--- config.mk ---
export PLATFORM = sky130hd
export DESIGN_NAME = wave_nco
export DESIGN_NICKNAME = d
export VERILOG_FILES = /design/src/rtl/wave_nco_pkg.sv /design/src/rtl/quarter_sine_rom.sv /design/src/rtl/wave_nco.sv
export SDC_FILE = /design/constraint.sdc
export NUM_CORES = 1
export LEC_CHECK = 0
export ABC_AREA = 1
export CAP_MARGIN = 20
export CORE_MARGIN = 5
export CORE_UTILIZATION = 57
export CTS_BUF_LIST = sky130_fd_sc_hd__clkbuf_4 sky130_fd_sc_hd__clkbuf_8 sky130_fd_sc_hd__clkbuf_16
export DETAILED_ROUTE_END_ITERATION = 7
export PLACE_DENSITY = 0.8
export SLEW_MARGIN = 5
export SYNTH_ARGS = -nofsm -noshare
export SYNTH_HDL_FRONTEND = slang
export SYNTH_SLANG_ARGS = --single-unit
export TNS_END_PERCENT = 1
--- constraint.sdc ---
create_clock -name clk -period 7.6 [get_ports clk]
set_clock_uncertainty 0.05 [all_clocks]
set_input_delay 0.76 -clock clk [delete_from_list [all_inputs] [get_ports clk]]
set_output_delay 0.76 -clock clk [all_outputs]
set_load 0.01 [all_outputs]
--- src/rtl/wave_nco_pkg.sv ---
// Shared types and constants for the multi-channel waveform NCO.
// Mode encoding matches the cfg_mode port values.
package wave_nco_pkg;

   typedef enum logic [1:0] {
      MODE_SINE   = 2'd0,
      MODE_ZERO   = 2'd1,
      MODE_SQUARE = 2'd2,
      MODE_SAW    = 2'd3
   } mode_t;

   typedef enum logic [1:0] {
      ST_IDLE  = 2'd0,
      ST_RUN   = 2'd1,
      ST_DRAIN = 2'd2
   } state_t;

   localparam int DRAIN_CYCLES = 2;

endpackage

--- src/rtl/quarter_sine_rom.sv ---
// Quarter-wave sine magnitude table with a registered read port.
// Holds 2^AW+1 entries so that both 0 and pi/2 are represented exactly.
module quarter_sine_rom #(
   parameter int AW = 6,
   parameter int DW = 15
) (
   input  logic          clk,
   input  logic [AW:0]   address,
   output logic [DW-1:0] magnitude
);

   localparam int  DEPTH = (1 << AW) + 1;
   localparam real PI    = 3.14159265358979323846;

   // Contents are evaluated at elaboration: round(AMP * sin(pi*i / 2^(AW+1))).
   function automatic logic [DW-1:0] sine_mag(input int i);
      real amp;
      real a;
      amp = real'((1 << DW) - 1);
      a   = amp * $sin(PI * real'(i) / (2.0 * real'(1 << AW)));
      return DW'($rtoi(a + 0.5));
   endfunction

   logic [DW-1:0] rom [DEPTH];

   for (genvar i = 0; i < DEPTH; i++) begin : g_rom
      localparam logic [DW-1:0] VAL = sine_mag(i);
      assign rom[i] = VAL;
   end

   always_ff @(posedge clk) begin
      magnitude <= rom[address];
   end

endmodule

--- src/rtl/wave_nco.sv ---
// Multi-channel NCO: per-channel accumulators advance together on a tick,
// then one shared quarter-wave table is visited channel by channel.
module wave_nco
   import wave_nco_pkg::*;
#(
   parameter int CHANNELS = 4,
   parameter int PHASE_W  = 24,
   parameter int ADDR_W   = 8,
   parameter int OUT_W    = 16,
   localparam int CH_W    = (CHANNELS > 1) ? $clog2(CHANNELS) : 1
) (
   input  logic               clk,
   input  logic               rst,
   input  logic               en,
   input  logic               tick,
   input  logic               cfg_we,
   input  logic [CH_W-1:0]    cfg_ch,
   input  logic [PHASE_W-1:0] cfg_freq,
   input  logic [1:0]         cfg_mode,
   input  logic               cfg_phase_rst,
   input  logic               overrun_clr,
   output logic               busy,
   output logic               overrun,
   output logic               sample_valid,
   output logic [CH_W-1:0]    sample_ch,
   output logic [OUT_W-1:0]   sample
);

   localparam int QW = ADDR_W - 2;
   localparam logic [QW:0]       QUARTER  = {1'b1, {QW{1'b0}}};
   localparam logic [ADDR_W-1:0] ZERO_OFS = {2'b11, {QW{1'b0}}};
   localparam logic [OUT_W-1:0]  MID      = {1'b1, {(OUT_W-1){1'b0}}};
   localparam logic [OUT_W-1:0]  FULL     = '1;

   logic [PHASE_W-1:0] phase [CHANNELS];
   logic [PHASE_W-1:0] freq  [CHANNELS];
   mode_t              mode  [CHANNELS];

   state_t          state;
   logic [CH_W-1:0] k;
   logic [1:0]      drain_cnt;

   logic accept;
   logic cfg_hit;

   assign accept  = tick && en && (state == ST_IDLE);
   assign cfg_hit = cfg_we && (int'(cfg_ch) < CHANNELS);
   assign busy    = (state != ST_IDLE);

   // A phase reset is assigned last so it overrides a coincident advance.
   always_ff @(posedge clk or posedge rst) begin
      if (rst) begin
         for (int i = 0; i < CHANNELS; i++) begin
            phase[i] <= '0;
            freq[i]  <= '0;
            mode[i]  <= MODE_SINE;
         end
      end else begin
         for (int i = 0; i < CHANNELS; i++) begin
            if (accept) phase[i] <= phase[i] + freq[i];
            if (cfg_hit && int'(cfg_ch) == i) begin
               freq[i] <= cfg_freq;
               mode[i] <= mode_t'(cfg_mode);
               if (cfg_phase_rst) phase[i] <= '0;
            end
         end
      end
   end

   always_ff @(posedge clk or posedge rst) begin
      if (rst) begin
         state     <= ST_IDLE;
         k         <= '0;
         drain_cnt <= '0;
      end else begin
         case (state)
            ST_IDLE: begin
               if (accept) begin
                  state <= ST_RUN;
                  k     <= '0;
               end
            end
            ST_RUN: begin
               if (k == CH_W'(CHANNELS - 1)) begin
                  state     <= ST_DRAIN;
                  drain_cnt <= '0;
               end else begin
                  k <= k + 1'b1;
               end
            end
            ST_DRAIN: begin
               if (drain_cnt == 2'(DRAIN_CYCLES - 1)) state <= ST_IDLE;
               else drain_cnt <= drain_cnt + 1'b1;
            end
            default: state <= ST_IDLE;
         endcase
      end
   end

   // Zero-start mode is sine shifted by three quarters, i.e. 1-cos.
   logic [ADDR_W-1:0] idx;
   logic [ADDR_W-1:0] eff_idx;
   logic [1:0]        quad;
   logic [QW:0]       rom_addr;
   logic [OUT_W-1:0]  saw_val;

   assign idx      = phase[k][PHASE_W-1 -: ADDR_W];
   assign eff_idx  = (mode[k] == MODE_ZERO) ? idx + ZERO_OFS : idx;
   assign quad     = eff_idx[ADDR_W-1 -: 2];
   assign rom_addr = quad[0] ? QUARTER - {1'b0, eff_idx[QW-1:0]} : {1'b0, eff_idx[QW-1:0]};

   if (PHASE_W >= OUT_W) begin : g_saw_wide
      assign saw_val = phase[k][PHASE_W-1 -: OUT_W];
   end else begin : g_saw_narrow
      assign saw_val = {{(OUT_W-PHASE_W){1'b0}}, phase[k]};
   end

   logic [OUT_W-2:0] rom_mag;

   quarter_sine_rom #(.AW(QW), .DW(OUT_W-1)) u_rom (
      .clk       (clk),
      .address   (rom_addr),
      .magnitude (rom_mag)
   );

   logic             s1_valid;
   logic [CH_W-1:0]  s1_ch;
   mode_t            s1_mode;
   logic             s1_neg;
   logic             s1_msb;
   logic [OUT_W-1:0] s1_saw;

   // Stage 1 runs alongside the table read so every mode sees equal latency.
   always_ff @(posedge clk or posedge rst) begin
      if (rst) begin
         s1_valid <= 1'b0;
         s1_ch    <= '0;
         s1_mode  <= MODE_SINE;
         s1_neg   <= 1'b0;
         s1_msb   <= 1'b0;
         s1_saw   <= '0;
      end else begin
         s1_valid <= (state == ST_RUN);
         if (state == ST_RUN) begin
            s1_ch   <= k;
            s1_mode <= mode[k];
            s1_neg  <= quad[1];
            s1_msb  <= phase[k][PHASE_W-1];
            s1_saw  <= saw_val;
         end
      end
   end

   logic [OUT_W-1:0] mag_ext;
   assign mag_ext = {1'b0, rom_mag};

   always_ff @(posedge clk or posedge rst) begin
      if (rst) begin
         sample_valid <= 1'b0;
         sample_ch    <= '0;
         sample       <= '0;
      end else begin
         sample_valid <= s1_valid;
         if (s1_valid) begin
            sample_ch <= s1_ch;
            case (s1_mode)
               MODE_SINE, MODE_ZERO: sample <= s1_neg ? MID - mag_ext : MID + mag_ext;
               MODE_SQUARE:          sample <= s1_msb ? '0 : FULL;
               default:              sample <= s1_saw;
            endcase
         end
      end
   end

   // A set in the same cycle as a clear keeps the flag raised.
   always_ff @(posedge clk or posedge rst) begin
      if (rst) overrun <= 1'b0;
      else if (tick && en && state != ST_IDLE) overrun <= 1'b1;
      else if (overrun_clr) overrun <= 1'b0;
   end

endmodule

=== Word level (Yosys, flattened, before mapping) ===
Memories as Yosys holds them, arrays and structs flattened. A register that Yosys moved wholly into a read port is not among the register bits.
Cells that the tools add are included.

* Magnitude comparators: 1
* Reductions and logical operators: 18
* Bitwise logic cells: 2
* Eq/ne operators: 15
* Add/sub/neg operators: 10
* Muxes and demuxes: 35

{| class="wikitable"
|+ Operators with widths
! kind !! count
|-
| 24-bit 2-to-1 mux || 14
|-
| 24-bit adder || 4
|-
| 24-bit binary-select mux with 2-bit select || 1
|-
| 16-bit 2-to-1 mux || 2
|-
| 16-bit one-hot mux with 2 select lines || 1
|-
| 2-bit 2-to-1 mux || 9
|-
| 16-bit by 15-bit adder with 16-bit output (first input constant) || 1
|-
| 16-bit by 15-bit subtractor with 16-bit output (first input constant) || 1
|-
| 2-bit by 1-bit == test with 1-bit output (second input constant) || 5
|-
| 2-bit == test (second input constant) || 5
|-
| 2-bit != test (second input constant) || 5
|-
| 3-bit AND reduction || 3
|-
| 8-bit adder (second input constant) || 1
|-
| 8-bit 2-to-1 mux || 1
|-
| 7-bit inverter with 8-bit output || 1
|-
| 2-bit one-hot mux with 2 select lines || 2
|-
| 2-bit nonzero test || 4
|-
| 1-bit logical AND || 7
|-
| 7-bit 2-to-1 mux || 1
|-
| 7-bit by 6-bit subtractor with 7-bit output (first input constant) || 1
|-
| 2-bit logical NOT || 3
|-
| 2-bit one-hot mux with 3 select lines || 1
|-
| 2-bit by 1-bit adder with 2-bit output (second input constant) || 2
|-
| 2-bit binary-select mux with 2-bit select || 1
|-
| other kinds (4) || 5
|}

* ROM bits: 1920
* Logic and storage cells: 107
* Output and inout bits: 21
* Register bits: 249
* Memories kept: 1
* Input bits: 35

{| class="wikitable"
|+ Memories
! name !! words !! bits a word !! read ports !! clocked after Yosys merged registers in !! write ports !! line !! source
|-
| (name not given) || 128 || 15 || 1 || 1 || 0 || quarter_sine_rom.sv:32 || <nowiki>magnitude <= rom[address];</nowiki>
|}

=== Logic depth before layout (Yosys ltp) ===
Gate-level depths: netlist of the first run.

* Depth in word-level cells: 9
* Depth in mapped cells: 21
* Gate-level depth less buffers: 19

=== By module ===
From an unflattened synthesis of the first run, not the netlist that was laid out.

* Cell total of the unflattened synthesis: 3075
* Area, all modules: 19583.8 um^2

{| class="wikitable"
|+ Modules (own cells, without submodules)
! module !! area each (um^2) !! times used !! sequential area each (um^2) !! cells each
|-
| wave_nco || 17834.6 || 1 || 6206.0 || 2759
|-
| quarter_sine_rom || 1749.2 || 1 || 300.3 || 316
|}

=== Least setup slack after synthesis of the first run ===
No wires, ideal clock.

* Kind: register to register
* Start point: register k[0]
* End point: register u_rom.magnitude[5]
* Path buffers: 3
* Path slack: 4974 ps
* Period minus slack after synthesis: 2626 ps
* Library setup time: 113 ps
* Data required time: 7437 ps
* Arrival time: 2463 ps
* Stages on the path, launching flop included: 19
* Path through: dfrtp_1 -> buf_6 -> inv_4 -> buf_6 -> buf_6 -> nand2_1 -> nand3_2 -> nand2_4 -> ha_1 -> nand2_1 -> nand2_1 -> ha_1 -> inv_1 -> nand3_1 -> nand3_1 -> nand2_1 -> nand2_1 -> nor2_1 -> nor2_1

* Word-level cells in the longest chain between the ends: 9
* Elaborated cells between the ends (all ways): 13
* Those cells by class: add/sub (2); eq/ne (1); mux (8); bitwise (2)

{| class="wikitable"
|+ Ends and longest elaborated chain
! element !! line !! source
|-
| start, declared || wave_nco.sv:40 || <nowiki>logic [CH_W-1:0] k;</nowiki>
|-
| start signal, assigned || wave_nco.sv:88 || <nowiki>k <= k + 1'b1;</nowiki>
|-
| 2-bit inverter with 3-bit output (not written as such) * || wave_nco.sv:107, wave_nco.sv:108 ||
|-
| 24-bit binary-select mux with 2-bit select / 2-bit binary-select mux with 2-bit select (equally long branches) || wave_nco.sv:107, wave_nco.sv:108 ||
|-
| 24-bit 2-to-1 mux (not written as such) / 2-bit 2-to-1 mux (equally long branches) (2 in a row) || wave_nco.sv:107, wave_nco.sv:108 ||
|-
| 8-bit adder / 2-bit by 1-bit == test with 1-bit output (equally long branches) || wave_nco.sv:108 || <nowiki>assign eff_idx = (mode[k] == MODE_ZERO) ? idx + ZERO_OFS : idx;</nowiki>
|-
| 8-bit 2-to-1 mux * || wave_nco.sv:108 ||
|-
| 7-bit by 6-bit subtractor with 7-bit output || wave_nco.sv:110 || <nowiki>assign rom_addr = quad[0] ? QUARTER - {1'b0, eff_idx[QW-1:0]} : {1'b0, eff_idx[QW-1:0]};</nowiki>
|-
| 7-bit 2-to-1 mux * || wave_nco.sv:110 ||
|-
| 7-bit inverter with 8-bit output (not written as such) * || quarter_sine_rom.sv:32 ||
|-
| end, declared || quarter_sine_rom.sv:9 || <nowiki>output logic [DW-1:0] magnitude</nowiki>
|}

Mark *: on every way between the ends. The rest lies on a longest branch, timed or not. The select of a mux whose other input is x is not followed.
A chain may end at the register's enable or synchronous reset.

=== Worst setup path in the final report of the first run ===
* Start point: register k[0]
* End point: register u_rom.magnitude[6]

The elaborated chain is that of the path after synthesis.

==> qor.txt, run 1 <==
status: finished clean
Post-CTS Hold Fix Bufs: 0
clk slew on worst S/H paths: 0.07 ns
Total GRT Usage: 28.35%
reg2reg end: u_rom.magnitude[6]
share of layout cells above drive strength 1: 5.602%
post-synth cell types: 47
Post-CTS Setup Repair Bufs: 0
CP delay by family, top: simple AND/OR/NAND/NOR gates
Post-DP HPWL: 37.38 mm
CTS Buf Count: 29
initial core utilization: 57.97%
Area growth, synth to finish: 9.883%
wire per inst: 17.65 microns
post-route ant nets: 0
most frequent cells in the layout: nand2_1, inv_1, dfrtp_1
die width: 186.8 microns
first-pass GRT wire length: 82.79 mm
Min Hold Slack: 0.4195 ns
main flop type after synthesis: dfrtp_1
final setup vio count: 0
synthesized flop and latch total: 263
number of global-route vias before repair: 15,880
later-pin clock latency in the skew report: 0.57 ns
Multi-input gate area: 9738 sq um
final hold vios: 0
Post-Syn Area: 17,830 sq um
sequential area share after synthesis: 36.50%
Post-Synthesis Cells: 2,463
Max H-tree Level: 1
clock net sink count: 263
Net count, final: 2,625
row cnt: 64
commonest non-fill, non-tap cell in the layout: nand2_1
fin worst setup slack: 4.080 ns
drt drc: 0
Placed Area: 18,540 sq um
reg-to-reg slack, setup: 4.08 ns
critical path arrival: 3.96 ns
CP max-delay cell: dfrtp_1
Crit. End Element: register
crit path kind: reg -> reg
Synth Warn #: 0
Mapped Nets: 2,612
kind of start point of the critical path: register
Die Y: 186.8 microns
pin count of the biggest net entering global routing: 169
grt total ovfl: 0
Pins Over Slew Limit: 0
CP required: 8.04 ns
clock root buffer: clkbuf_16
vias per inst: 5.916
FFs w/ async S/R, synth: 94.30%
post-route minimum period: 3.520 ns
diode count: 0
Tcrit/Tclk final: 46.31%
routed vias: 17,130
Synth Area per Inst: 7.237 sq um
Post-Route WL: 51.11 mm
IO Pins: 56
Port Buf Inserts: 55
Slew headroom: 37.01%
R2R depth: 16
Worst Path Buf+Inv: 3
CP dominant cell by count: nand2_1
unrepaired setup endpoints after global routing: no
register area: 6506 sq um
die area: 34,910 sq um
RR Startpoint: k[0]
critical path cell sequence: buf_4, nand2_1, nand3_1, nand2_2, ha_1, inv_1, nand3_1, nand2_1, ha_1, inv_1, nand3_1, nand2_1, nand2_1, a21oi_1, nor2_1, nor2_1
pre-CTS WS: 3.656 ns
crit path max fanout: 33
max cap viols: 0
TritonCTS clock tree: built
Worst Hold Class: in -> async
first drt pass iteration count: 7
Post-synth EDFFs: 0
Placer Congestion: 0.9892
design area: 19,590 sq um
post_cts resized: 0
setup_tns: 0 ns
Iter 0 DRT Violations: 1,697
core area: 30,750 sq um
slowest stage delay, CP: 0.61 ns
Slew @ Worst Pin: 0.9449 ns
fillers: 2,684
Achievable Freq: 0.2841 GHz
Clock Path Buffers: 3
initial antenna violation count: 0
[routing by layer]
layer / global-route usage, % / wire, microns / part of all wire [%] / vias to the layer above
li1: - / - / - / 8218
met1: 39.78 / 22080 / 43 / 7950
met2: 44.75 / 22510 / 44 / 805
met3: 3.957 / 4111 / 8.0 / 155
met4: 11.29 / 2415 / 4.7 / 0
met5: 0 / 0 / 0 / -
[synth_stat cells, types with 4 or more instances]
cell        n  area [sq um]
nand2_1   578          2170
inv_1     291          1092
dfrtp_1   248          6206
o21ai_0   239          1196
nand3_1   217          1086
nor2_1    194         728.2
a21oi_1   157         785.8
ha_1      110          1376
clkbuf_1   56         210.2
o211ai_1   47         352.8
nor3_1     32         160.2
nand4_1    30         187.7
o21bai_1   26         195.2
xor2_1     20         175.2
nand2_2    18         112.6
a31oi_1    16         100.1
or2_2      16         100.1
dfxtp_1    15         300.3
buf_6      14         157.7
a21boi_0   13         97.59
nand2_4    13         146.4
nand3_2    11         110.1
xnor2_1    11         96.34
a21o_1     10         75.07
nor4_1     10         62.56
inv_2       8         30.03
a211oi_1    7         52.55
buf_4       7         52.55
buf_1       6         22.52
nand3b_1    6         45.04
o21a_1      6         45.04
and2_1      4         25.02
fa_1        4         80.08
[worst reg2reg max path: stages, from the launching register on]
cell     delay (ns)
dfrtp_1        0.61
buf_4          0.42
nand2_1        0.10
nand3_1        0.11
nand2_2        0.18
ha_1           0.38
inv_1          0.05
nand3_1        0.07
nand2_1        0.36
ha_1           0.36
inv_1          0.15
nand3_1        0.14
nand2_1        0.11
nand2_1        0.07
a21oi_1        0.17
nor2_1         0.05
nor2_1         0.09
[worst max path at each step]
stage,from,endpoint,slack (ns),cells after the start
final,k[0],u_rom.magnitude[6],4.08,16
after detailed placement,cfg_ch[1],phase[20],3.66,9
after floorplan,rst,drain_cnt[0],3.53,1
after global placement,cfg_ch[1],phase[20],3.77,9
after global routing,k[0],u_rom.magnitude[4],3.80,16
after CTS,k[0],u_rom.magnitude[6],4.19,16
[layout make-up]
type / instances / share of cell area, %
Clock buffer: 37 / 4.171
Clock inverter: 17 / 1.150
Inverter: 302 / 5.819
Multi-Input combinational cell: 1813 / 49.72
Sequential cell: 263 / 33.22
Tap cell: 396 / 2.530
Timing Repair Buffer: 67 / 3.398
[registers in the layout (all words and copies together), names as in the netlist, 2 cells and up]
signal           count
s1_saw              15
freq                96
phase               96
k                    2
s1_ch                2
drain_cnt            2
u_rom.magnitude     15
sample_ch            2
s1_mode              2
state                2
mode                 8
sample              16
[through the flow]
stage               cells  utilization [%]
finish               2895            63.70
global route         2895            63.70
CTS                  2894            63.68
detailed placement   2840            60.29
global placement     2840            60.29
floorplan            2463                -
[cells by family (layout without fill, tap and decap cells)]
logic type / count (synthesis) / after routing / share of synthesized area, %
DFF: 263 / 263 / 36.50
and+or+nand+nor: 1134 / 1134 / 28.07
adders and majority gates: 114 / 114 / 8.170
xor gates and xnor gates: 31 / 31 / 1.523
buffers and inverters: 387 / 423 / 8.914
AOI/OAI and AO/OA: 534 / 534 / 16.82
Power of run 1 is left out: the tool's default activity adds up to more than one toggle a clock period on the data nets, which glitch-free logic cannot reach.
==> run 2: changes to the inputs <==
--- a/config.mk
+++ b/config.mk
@@ -8,10 +8,10 @@
 export ABC_AREA = 1
 export CAP_MARGIN = 20
 export CORE_MARGIN = 5
-export CORE_UTILIZATION = 57
+export CORE_UTILIZATION = 63
 export CTS_BUF_LIST = sky130_fd_sc_hd__clkbuf_4 sky130_fd_sc_hd__clkbuf_8 sky130_fd_sc_hd__clkbuf_16
 export DETAILED_ROUTE_END_ITERATION = 7
-export PLACE_DENSITY = 0.8
+export PLACE_DENSITY = 0.83
 export SLEW_MARGIN = 5
 export SYNTH_ARGS = -nofsm -noshare
 export SYNTH_HDL_FRONTEND = slang
==> constraint.sdc (replaced) <==
create_clock -name clk -period 3.4 [get_ports clk]
set_clock_uncertainty 0.05 [all_clocks]
set_input_delay 0.34 -clock clk [delete_from_list [all_inputs] [get_ports clk]]
set_output_delay 0.34 -clock clk [all_outputs]
set_load 0.01 [all_outputs]
==> run 2 against run 1 <==
- core utilization grew 6.8 points
- routed wire length grew 2.7%
- maximum frequency grew 23%
- count of clock-buffer cells in the layout grew 4
- final cell count shrank 0.24%
- critical path type unchanged
==> qor.txt, run 2 (same netlist as run 1, synthesis figures left out) <==
status: finished clean
Worst Setup SP: k[1]
Pins Over Slew Limit: 0
grt total ovfl: 0
commonest non-fill, non-tap cell in the layout: nand2_1
clock root buffer: clkbuf_16
CP required: 3.82 ns
Inst Count DP: 2,835
post-route minimum period: 2.861 ns
setup_tns: 0 ns
core area: 27,860 sq um
routed vias: 17,220
post_cts resized: 0
Clock Path Buffers: 3
Die Y: 178.2 microns
post-route ant nets: 0
R2R depth: 17
Post-CTS Hold Fix Bufs: 0
reg2reg end: u_rom.magnitude[4]
Worst Hold Class: in -> async
critical path arrival: 3.28 ns
later-pin clock latency in the skew report: 0.58 ns
wire per inst: 18.18 microns
die width: 178.2 microns
Post-DP HPWL: 38.70 mm
Crit. End Element: register
Post-Route WL: 52.50 mm
TritonCTS clock tree: built
final non-filler cell total: 2,888
first-pass GRT wire length: 85.86 mm
Net count, final: 2,637
Area growth, synth to finish: 10.11%
RR Startpoint: k[1]
Total GRT Usage: 33.61%
drt drc: 0
final setup vio count: 0
unrepaired setup endpoints after global routing: no
CTS Buf Count: 29
Worst Setup EP: u_rom.magnitude[4]
Slew headroom: 38.78%
most frequent cells in the layout: nand2_1, inv_1, dfrtp_1
Max H-tree Level: 1
Top Registers: freq x96, phase x96, sample x16
Iter 0 DRT Violations: 1,699
first drt pass iteration count: 6
crit path max fanout: 27
Achievable Freq: 0.3496 GHz
pin count of the biggest net entering global routing: 153
reg-to-reg slack, setup: 0.54 ns
number of global-route vias before repair: 16,330
Tcrit/Tclk final: 84.14%
clk slew on worst S/H paths: 0.06 ns
initial antenna violation count: 0
kind of start point of the critical path: register
final hold vios: 0
share of layout cells above drive strength 1: 6.016%
Placer Congestion: 1.006
diode count: 0
die area: 31,760 sq um
Slew @ Worst Pin: 0.9086 ns
clock net sink count: 263
row cnt: 61
max cap viols: 0
vias per inst: 5.962
Post-CTS Setup Repair Bufs: 0
Port Buf Inserts: 55
initial core utilization: 63.99%
crit path kind: reg -> reg
IO Pins: 56
[run 2: cell types whose count changed in the layout (fill, tap and decap cells not counted), moves of 2 or more]
cell       before  now
clkbuf_4        3    5
clkinv_4        2    0
bufinv_16       5    2
buf_12          2    4
clkbuf_8        5    7
buf_4          10   20
[run 2: critical path, stage by stage (launching register included)]
cell	delay, ns
dfrtp_1	0.37
buf_4	0.31
nand3_1	0.20
nand2_4	0.16
nand2_4	0.07
nand2_4	0.11
nand2_4	0.10
nand2_1	0.07
nand2_1	0.08
ha_1	0.36
inv_1	0.10
nand3_1	0.27
nand3_1	0.21
nand2_1	0.06
nand2_1	0.05
nand3_1	0.06
nand2_1	0.07
inv_1	0.04
[run 2: how the worst min path moves through the flow]
stage | startpoint | to | slack (ns) | cells after the start
2_1_floorplan | s1_valid | sample_valid | 0.36 | 0
3_3_place_gp | s1_saw[11] | s1_saw[11] | 0.42 | 2
3_5_place_dp | mode[1] | mode[1] | 0.42 | 2
4_1_cts | rst | phase[20] | 0.08 | 2
5_1_grt | rst | phase[20] | 0.1 | 2
6_report | rst | phase[20] | 0.09 | 2
[run 2: per-stage QoR]
step,utilization [%],hold WS (ns),cell area (sq um),setup slack [ns]
after global placement,66.90,0.4170,18640,0.6575
after detailed placement,66.90,0.4235,18640,0.5781
after floorplan,-,0.3606,17830,-0.2497
final,70.46,0.09001,19630,0.5393
after CTS,70.46,0.07830,19630,0.5693
after global routing,70.46,0.09893,19630,0.2584
[run 2: area by class of cell]
type / instances / area [sq um]
clock inverters: 12 / 131.4
well taps: 378 / 473.0
flip-flops and latches: 263 / 6506
repair buffers: 79 / 780.7
inverters: 302 / 1140
multi-input cells: 1813 / 9738
fillers: 2302 / 8229
clock buffers: 41 / 859.6
[run 2: metal layers]
metal / up-vias / part of all wire, % / GRT usage, %
met4: 0 / 5.4 / 14.77
met2: 778 / 45 / 53.57
li1: 8243 / - / -
met5: - / 0 / 0
met1: 8044 / 42 / 46.54
met3: 153 / 7.5 / 4.027
Power of run 2 is left out for the same reason.
==> edit (config.mk and constraints of run 1) <==
`OUT_W`: 16 -> 20.
--- a/src/rtl/wave_nco.sv
+++ b/src/rtl/wave_nco.sv
@@ -7,5 +7,5 @@
    parameter int PHASE_W  = 24,
    parameter int ADDR_W   = 8,
-   parameter int OUT_W    = 16,
+   parameter int OUT_W    = 20,
    localparam int CH_W    = (CHANNELS > 1) ? $clog2(CHANNELS) : 1
 ) (
Interface: changed (resized sample); port bits go from 56 to 60. No check against the original RTL was run, so the function may have changed too.
==> edit against run 1 <==
Highest routed layer unchanged; area after synthesis grew 4.4%; maximum frequency is 4.1% lower; global-route usage is 2.8 points higher; routed wire length rose by 12%; sequential cell count increased by 12; setup slack lost 0.15 ns; design area grew 5.7%; non-clock buffer count increased by 6.
Power is left out: the tool's default activity adds up to more than one toggle a clock period on the data nets, which glitch-free logic cannot reach.
==> edit: results (changes against run 1) <==
Finish
  • Design Area, Final: 20,700 sq um (+5.7%)
  • Clock-cell share of area: 0.0604 (+0.00724)
  • Area added between synthesis and finish: 11.3%
  • Buffers excl. clock: 73 (+9.0%)
  • # clk buffers: 42 (+14%)
  • Non-filler cells, final: 3,134 (+8.3%)
  • Area taken by flip-flops and latches: 6790 sq um (+4.3%)
  • Share of layout cells above drive strength 1: 0.0520 (-0.00402)
  • Sequential cell count: 275 (+4.6%)
  • Layout non-clock buf frac: 0.0352 (+0.00120)
  • Biggest regs: freq (96), phase (96), sample (20)
  • Fillers: 2,945 (+9.7%)

Clocking
  • Clk Latency, worst-skew pair: 0.52 ns (-0.05 ns)
  • CTS Buf Count: 34 (+17%)

Placement
  • Area after DPL: 19,400 sq um (+4.9%)
  • HPWL Detailed: 42,500 um (+14%)
  • Pre-CTS WS: 3.57 ns (-0.0832 ns)

Drt
  • Wire length on met3: 3850 um (-6.4%)
  • Drt via density: 5.77 (-2.5%)
  • DR pass1 iterations: 6 (-1)

Synth
  • Avg Inst Size Synth: 7.01 sq um (-3.2%)
  • Post-Syn Nets: 2,806 (+7.4%)
  • Synth cell types: 49 (+4.3%)
  • Adder-Cell Fraction of Synth Area: 0.0796 (-0.00208)
  • Mux share of post-synthesis cell area: 0.000538 (+0.000538)

GRT
  • Met3 Use GR: 0.0395 (about the same)
  • Vias in the first global route: 17,000 (+6.8%)
  • GRT Util Overall: 0.312 (+0.0284)

Setup path
  • Worst EP arrival: 4.04 ns (+0.08 ns)

Run status
  • Status: completed

Worst hold path
  • HP Class: reg -> reg
edit: cell count changes after synthesis, sizes merged, moves of 8 or more:
cell    delta
o21ai     +20
a21oi     +11
inv       +43
clkbuf     +9
nor4       -8
dfrtp      +8
nand2     +61
nand4     -11
a31oi      -8
or2       +13
nor2      +57
edit: cell families (layout without fill, tap and decap cells):
logic type               count (synthesis)  after routing
AO/OA/AOI/OAI                          566            566
flip-flops                             275            275
multiplexers                             1              1
adder cells (fa/ha/maj)                116            116
buffers and inverters                  441            478
XOR/XNOR                                22             22
AND/OR/NAND/NOR                       1234           1234
edit: final timing paths:
check	slack, ns	endpoint	cells after the start
max	3.93	u_rom.magnitude[13]	17
min	0.44	s1_saw[10]	2
max reg2reg	3.93	u_rom.magnitude[13]	17
min reg2reg	0.44	s1_saw[10]	2
max in group asynchronous	5.44	phase[52]	4
min in group asynchronous	0.76	phase[93]	3
